--- src/rtl/fp_add_normalize.sv ---
// Two-stage FP add back end: normalize aligned sums, then round to
// nearest even and pack binary32 per lane, with per-thread rollback squash.
module fp_add_normalize #(
    parameter int LANES       = 16,
    parameter int THREAD_BITS = 2
) (
    input  logic                   clk,
    input  logic                   reset_n,
    input  logic                   wb_rollback_en,
    input  logic [THREAD_BITS-1:0] wb_rollback_thread_idx,
    input  logic                   in_valid,
    input  logic [THREAD_BITS-1:0] in_thread_idx,
    input  logic [LANES-1:0]       in_mask,
    input  logic [LANES*26-1:0]    in_significand,
    input  logic [LANES-1:0]       in_sticky,
    input  logic [LANES*8-1:0]     in_exponent,
    input  logic [LANES-1:0]       in_sign,
    input  logic [LANES-1:0]       in_logical_subtract,
    input  logic [LANES-1:0]       in_special,
    input  logic [LANES*32-1:0]    in_special_value,
    output logic                   out_valid,
    output logic [THREAD_BITS-1:0] out_thread_idx,
    output logic [LANES-1:0]       out_mask,
    output logic [LANES*32-1:0]    out_result
);

    typedef struct packed {
        logic [23:0] mant;
        logic        guard;
        logic        sticky;
        logic [8:0]  exp;
        logic        zero;
    } norm_t;

    function automatic norm_t f_norm(
        input logic [25:0] sig,
        input logic        stk,
        input logic [7:0]  exp
    );
        norm_t       n;
        logic [4:0]  lzc;
        logic        found;
        logic [8:0]  eff;
        logic [8:0]  sh;
        logic [24:0] shd;
        n     = '0;
        lzc   = 5'd25;
        found = 1'b0;
        for (int i = 24; i >= 0; i--) begin
            if (!found && sig[i]) begin
                lzc   = 5'(24 - i);
                found = 1'b1;
            end
        end
        eff = (exp == 8'd0) ? 9'd1 : {1'b0, exp};
        // Shift stops early so the exponent never drops below 1 (subnormal floor).
        sh  = ({4'd0, lzc} < (eff - 9'd1)) ? {4'd0, lzc} : (eff - 9'd1);
        shd = sig[24:0] << sh;
        n.zero = (sig == 26'd0) && !stk;
        if (sig[25]) begin
            n.mant   = sig[25:2];
            n.guard  = sig[1];
            n.sticky = stk | sig[0];
            n.exp    = {1'b0, exp} + 9'd1;
        end else begin
            n.mant   = shd[24:1];
            n.guard  = shd[0];
            n.sticky = stk;
            n.exp    = shd[24] ? (eff - sh) : 9'd0;
        end
        return n;
    endfunction

    function automatic logic [31:0] f_round(
        input norm_t       n,
        input logic        sign,
        input logic        lsub,
        input logic        special,
        input logic [31:0] spval
    );
        logic        rup;
        logic [24:0] m;
        logic [8:0]  e;
        rup = n.guard & (n.sticky | n.mant[0]);
        m   = {1'b0, n.mant} + {24'd0, rup};
        e   = n.exp;
        if (m[24]) begin
            m = m >> 1;
            e = e + 9'd1;
        end else if ((e == 9'd0) && m[23]) begin
            e = 9'd1;
        end
        if (special)
            return spval;
        else if (n.zero)
            return {~lsub & sign, 31'd0};
        else if (e >= 9'd255)
            return {sign, 8'hFF, 23'd0};
        else
            return {sign, e[7:0], m[22:0]};
    endfunction

    norm_t                  w_norm [LANES];
    logic [LANES*32-1:0]    w_result;
    logic                   w_a_kill;
    logic                   w_b_take;

    logic                   r_a_valid;
    logic [THREAD_BITS-1:0] r_a_thread;
    logic [LANES-1:0]       r_a_mask;
    norm_t                  r_a_norm [LANES];
    logic [LANES-1:0]       r_a_sign;
    logic [LANES-1:0]       r_a_lsub;
    logic [LANES-1:0]       r_a_special;
    logic [LANES*32-1:0]    r_a_spval;

    logic                   r_valid;
    logic [THREAD_BITS-1:0] r_thread;
    logic [LANES-1:0]       r_mask;
    logic [LANES*32-1:0]    r_result;

    always_comb begin
        for (int l = 0; l < LANES; l++)
            w_norm[l] = f_norm(in_significand[l*26 +: 26], in_sticky[l],
                               in_exponent[l*8 +: 8]);
    end

    always_comb begin
        w_result = '0;
        for (int l = 0; l < LANES; l++)
            w_result[l*32 +: 32] = f_round(r_a_norm[l], r_a_sign[l], r_a_lsub[l],
                                           r_a_special[l], r_a_spval[l*32 +: 32]);
    end

    assign w_a_kill = wb_rollback_en && (wb_rollback_thread_idx == in_thread_idx);
    assign w_b_take = r_a_valid &&
                      !(wb_rollback_en && (wb_rollback_thread_idx == r_a_thread));

    always_ff @(posedge clk or negedge reset_n) begin
        if (!reset_n) begin
            r_a_valid <= 1'b0;
            r_valid   <= 1'b0;
            r_thread  <= '0;
            r_mask    <= '0;
            r_result  <= '0;
        end else begin
            r_a_valid <= in_valid && !w_a_kill;
            r_valid   <= w_b_take;
            if (w_b_take) begin
                r_thread <= r_a_thread;
                r_mask   <= r_a_mask;
                r_result <= w_result;
            end
        end
    end

    // Stage A payload is qualified by r_a_valid, so it needs no reset.
    always_ff @(posedge clk) begin
        if (in_valid) begin
            r_a_thread  <= in_thread_idx;
            r_a_mask    <= in_mask;
            r_a_norm    <= w_norm;
            r_a_sign    <= in_sign;
            r_a_lsub    <= in_logical_subtract;
            r_a_special <= in_special;
            r_a_spval   <= in_special_value;
        end
    end

    assign out_valid      = r_valid;
    assign out_thread_idx = r_thread;
    assign out_mask       = r_mask;
    assign out_result     = r_result;

endmodule

--- config.mk ---
export PLATFORM = sky130hd
export DESIGN_NAME = fp_add_normalize
export DESIGN_NICKNAME = d
export VERILOG_FILES = /design/src/rtl/fp_add_normalize.sv
export SDC_FILE = /design/constraint.sdc
export NUM_CORES = 2
export LEC_CHECK = 0
export BUFFER_PORTS_ARGS = -buffer_cell sky130_fd_sc_hd__buf_2
export CORE_AREA = 4 4 659 661
export CTS_CLUSTER_SIZE = 12
export DETAILED_ROUTE_END_ITERATION = 10
export DIE_AREA = 0 0 663 665
export GPL_ROUTABILITY_DRIVEN = 0
export PLACE_DENSITY = 0.48
export SLEW_MARGIN = 20
export SYNTH_ARGS = -nofsm -noshare
export SYNTH_HDL_FRONTEND = slang
export SYNTH_SLANG_ARGS = --single-unit
--- constraint.sdc ---
create_clock -name clk -period 8.9 [get_ports clk]
set_input_delay 2.225 -clock clk [delete_from_list [all_inputs] [get_ports clk]]
set_output_delay 2.225 -clock clk [all_outputs]
set_load 0.05 [all_outputs]
* Word-level counts from Yosys, hierarchy flattened
Index checks and enable logic that the tools add are counted.
** Word-level totals
- Register bits :: 1686
- Output and inout port bits :: 531
- Input port bits :: 1144
- Logic and storage cells :: 2131
** Cells by class
- Reductions and logical operators :: 870
- Shift-type cells :: 16
- Bitwise gates (word level) :: 80
- Multiplexer cells :: 944
- Add/subtract/negate cells :: 80
- Magnitude comparators :: 32
- Equal/unequal tests :: 2
** Operator list (number)
- two-way mux 5 bit :: 400
- two-way mux 32 bit :: 32
- two-way mux 9 bit :: 64
- two-way mux 34 bit :: 16
- two-way mux 31 bit :: 16
- logical AND 1 bit :: 420
- logical NOT 26 bit :: 16
- logical NOT 1 bit :: 402
- adder 24 x 1 -> 25 bit :: 16
- << shifter 25 x 9 -> 25 bit :: 16
- two-way mux 1 bit :: 384
- two-way mux 23 bit :: 16
- adder 8 x 1 -> 9 bit (second input constant) :: 16
- adder 9 x 1 -> 9 bit (second input constant) :: 16
- greater-or-equal comparator 9 x 8 -> 1 bit (second input constant) :: 16
- logical NOT 9 bit :: 16
- < comparator 5 x 9 -> 1 bit :: 16
- subtractor 8 x 1 -> 9 bit (second input constant) :: 16
- subtractor 8 x 9 -> 9 bit :: 16
- logical NOT 8 bit :: 16
- two-way mux 8 bit :: 16
- AND 1 bit :: 32
- bitwise OR 1 bit :: 32
- NOT 1 bit :: 16
- equality test 2 bit :: 2

* Logic depth before layout (Yosys ltp)
- Word-level depth :: 78
- Gate-level depth with buffers :: 31
- Depth with buffers taken out :: 28

* Worst setup path before layout
OpenSTA, ideal clock, no wires.
- Kind :: input to register
- Start :: input in_exponent[20]
- End :: register r_a_norm[477] in the netlist's numbering, data pin
- Path buffers :: 4
- Data arrival time :: 8.147 ns
- Required time :: 8.748 ns
- Stages on the path :: 25
- Setup time :: 0.152 ns
- Path slack :: 0.600 ns
- Cell sequence :: clkbuf_1 nor4_1 a31o_2 inv_1 ha_1 xor2_1 inv_1 ha_1 a21o_1 a211oi_1 nand3_1 a21o_1 o211ai_1 mux2i_1 clkbuf_1 clkbuf_1 buf_2 ha_1 nor2b_1 o21ai_0 nand2b_1 a21o_1 a21o_1 a2111o_1 o21ai_0
** RTL lines
- from (decl) :: line 16 : input logic [LANES*8-1:0] in_exponent,
- to (signal assigned) :: line 162 : r_a_norm <= w_norm;
- to (decl) :: line 111 : norm_t r_a_norm [LANES];

==> flow_summary_export.csv <==
group,metric,value,unit
die,die_h,665,um
die,die_area,441000,um2
yosys,synth_top_area_share,30.7,%
placement,place_hpwl,409000,um
yosys,ys.flop_type,"edfxtp_1",
worst_setup_path,crit_start,"in_exponent[32]",
worst_setup_path,worstSetupEndpointType,"register",
route,drc,0,
yosys,synth_edf_count,1154,
sta,relSlewSlack,22.3,%
cts,cts_made_buffers,210,
sta,setup_viol,0,
yosys,ys_seq_area_share,42.5,%
sta,hold_slack,0.450,ns
route,via_count,104000,
worst_setup_path,worst_setup_path_start_kind,"input pin",
sta,setup_tns,0,ns
finish,syn2layout_area_growth,19.8,%
worst_setup_path,cp.required,9.48,ns
power_and_ir_drop,power.density,197,nW/um2
worst_setup_path,r2r_slack,3.39,ns
power_and_ir_drop,power_leakage,54.6,nW
sta,fin_skew,0.111,ns
grt,grt_pass1_wl,730000,um
cts,cts_buffer_depth,4,
sta,finalCritPeriodShare,86.2,%
grt,gr-total-overflow,0,
grt,grtUsageMet1,28.1,%
cts,htree_levels,4,
grt,met2_usage,35.7,%
worst_setup_path,arrival,8.25,ns
cts,hold_buffers,0,
die,core_area,429000,um2
grt,grt_pass1_vias,97800,
yosys,synthArstFlopShare,31.6,%
yosys,synth_warnings,0,
die,die_w,663,um
finish,mostFrequentLayoutCells,"buf_2 (1,672), nand2_1 (1,433), nor2_1 (1,209), edfxtp_1 (1,154), mux2i_1 (914)",
worst_setup_path,crit_path_max_fanout,25,
min_path,whs_path_depth,2,
route,wl_per_cell,26.3,um
cts,root_buffer,"clkbuf_16",
power_and_ir_drop,total_power,26.6,mW
die,fp-row-count,241,
cts,clock-sinks,1686,
min_path,min_from,"r_a_mask[5]",
die,pin_count,1675,
grt,grt_max_degree,155,
yosys,ys_types,112,
sta,final_hold_viol_count,0,
cts,clkTransAtPathRegs,0.06,ns
run,cap_violations,0,
sta,drv_slew,0,
sta,min_period,7.67,ns
grt,grtUsageMet3,4.33,%
route,wirelength,519000,um
worst_setup_path,worstSetupPathType,"in -> reg",
yosys,ys_top_cells_by_area,"edfxtp_1 (31%), dfrtp_1 (12%), mux2i_1 (8.3%)",
finish,final_common_cell,"buf_2",
yosys,syn_inst,12200,
sta,fmax,130,MHz
worst_setup_path,r2r_end,"out_result[245]",
sta,worst_pin_slew,1.16,ns
yosys,yosys_register_bits,1686,
min_path,min_to,"out_mask[5]",
grt,antenna_found_initial,234,
worst_setup_path,worstReg2RegStart,"r_a_norm[300]",
die,start_util,26.3,%
grt,busiest_layer,"met2",
cts,ctsResizeCount,0,
yosys,syn_area,113000,um2
finish,drive_gt1_share,18.0,%
placement,portBuffers,1674,
finish,fin_nets,14900,
cts,tritoncts,"done",
grt,grt_use_total,22.2,%
cts,post-cts-setup-buffers,0,
worst_setup_path,r2r_cells,14,
cts,clock_latency,0.97,ns
yosys,avgSynthCellArea,9.25,um2
power_and_ir_drop,ir_worst_vdd,0.000179,V
route,dr.first_iter.drc_count,10000,
sta,rsz0062_at_grt,"no",
min_path,hp-class,"reg -> reg",
route,first_pass_iters,8,
status,status,"complete, no violations",
route,ant_nets,0,
yosys,synth_area_leader_cell,"edfxtp_1",
route,via_per_inst,5.29,
-- synthesized netlist by cell type, types with 64 or more instances --
library cell / n
a221oi_1: 170
a211oi_1: 177
and2_1: 74
edfxtp_1: 1154
nor2_1: 1212
a22o_1: 86
nand3_1: 394
a21o_1: 158
nand4_1: 154
nor4_1: 119
o31ai_1: 90
a31oi_1: 119
o211ai_1: 75
mux2i_1: 931
nand2b_1: 100
nor3_1: 225
mux2_2: 133
o22ai_1: 198
dfrtp_1: 532
and3_1: 155
inv_1: 335
ha_1: 288
o221ai_1: 64
nand2_1: 1433
clkbuf_1: 689
nor2b_1: 91
a21oi_1: 723
xnor2_1: 338
o21ai_0: 679
xor2_1: 288
-- report_power, final --
group	total (mW)	switching, mW	internal (mW)
Sequential	10.3	0.798	9.51
Combinational	7.36	5.32	2.04
Clock	8.92	3.75	5.17
-- flip-flops by register name (all words and copies together) (netlist names), 2 cells and up --
register and flops:
out_result 512, r_a_norm 576, r_a_thread 2, r_a_sign 16, r_a_special 16, r_a_spval 512, r_a_lsub 16, out_thread_idx 2
r_a_mask 16, out_mask 16
-- layer usage --
| metal | vias up | part of all wire [%] |
|---|---|---|
| li1 | 48100 | - |
| met4 | 70 | 5.8 |
| met1 | 50700 | 41 |
| met3 | 910 | 7.1 |
| met5 | - | 0.086 |
| met2 | 4358 | 46 |
-- critical path, stage by stage --
cell       delay [ns]
buf_2            0.16
inv_1            0.09
ha_1             0.16
or4b_2           0.60
o21ai_1          0.39
inv_1            0.16
ha_1             0.27
xor2_1           0.32
inv_1            0.16
ha_1             0.32
a21oi_1          0.07
o21ai_1          0.39
nor2_1           0.11
nor3_1           0.48
mux2i_1          0.48
nor2b_1          0.11
clkinv_1         0.09
buf_4            0.29
o2111ai_1        0.15
a311o_1          0.41
a32oi_1          0.59
o21ai_0          0.22
-- metrics by stage --
| step | setup WS (ns) | cells | instance area (um2) | utilization [%] |
|---|---|---|---|---|
| floorplan | 0.600 | 12200 | 113000 | - |
| global placement | 0.608 | 19000 | 127000 | 29.6 |
| detailed placement | 0.503 | 19000 | 127000 | 29.6 |
| CTS | 1.46 | 19400 | 134000 | 31.3 |
| global route | 0.750 | 19700 | 135000 | 31.5 |
| finish | 1.23 | 19700 | 135000 | 31.5 |
-- final cells by class --
type	count	area [um2]
sequential	1686	48000
multi-input combinational	9361	60700
clock buffer	280	5790
tap	5710	7140
clock inverter	108	1270
timing repair buffer	1860	10000
fill	45200	294000
inverter	372	1410
antenna	327	818
-- cells by family (layout without fill, tap and decap cells) --
logic type	Yosys count	count (layout)	synth area share (%)
and+or+nand+nor	4258	4258	17.5
AOI/OAI and AO/OA	3063	3063	17.8
DFF	1686	1686	42.5
buffers and inverters	1177	2620	4.01
muxes	1078	1078	9.82
xor gates and xnor gates	626	626	4.86
adders and majority gates	304	304	3.48
other	1	359	0.00333
-- worst max path at each step --
| stage | endpoint | depth (start not counted) | slack, ns |
|---|---|---|---|
| finish | r_a_norm[405] | 22 | 1.23 |
| global route | r_a_norm[405] | 22 | 0.75 |
| CTS | r_a_norm[405] | 22 | 1.46 |
| detailed placement | r_a_norm[405] | 22 | 0.50 |
| global placement | r_a_norm[404] | 27 | 0.61 |
| floorplan | r_a_norm[477] | 25 | 0.60 |
(Power assumes the default switching activity.)
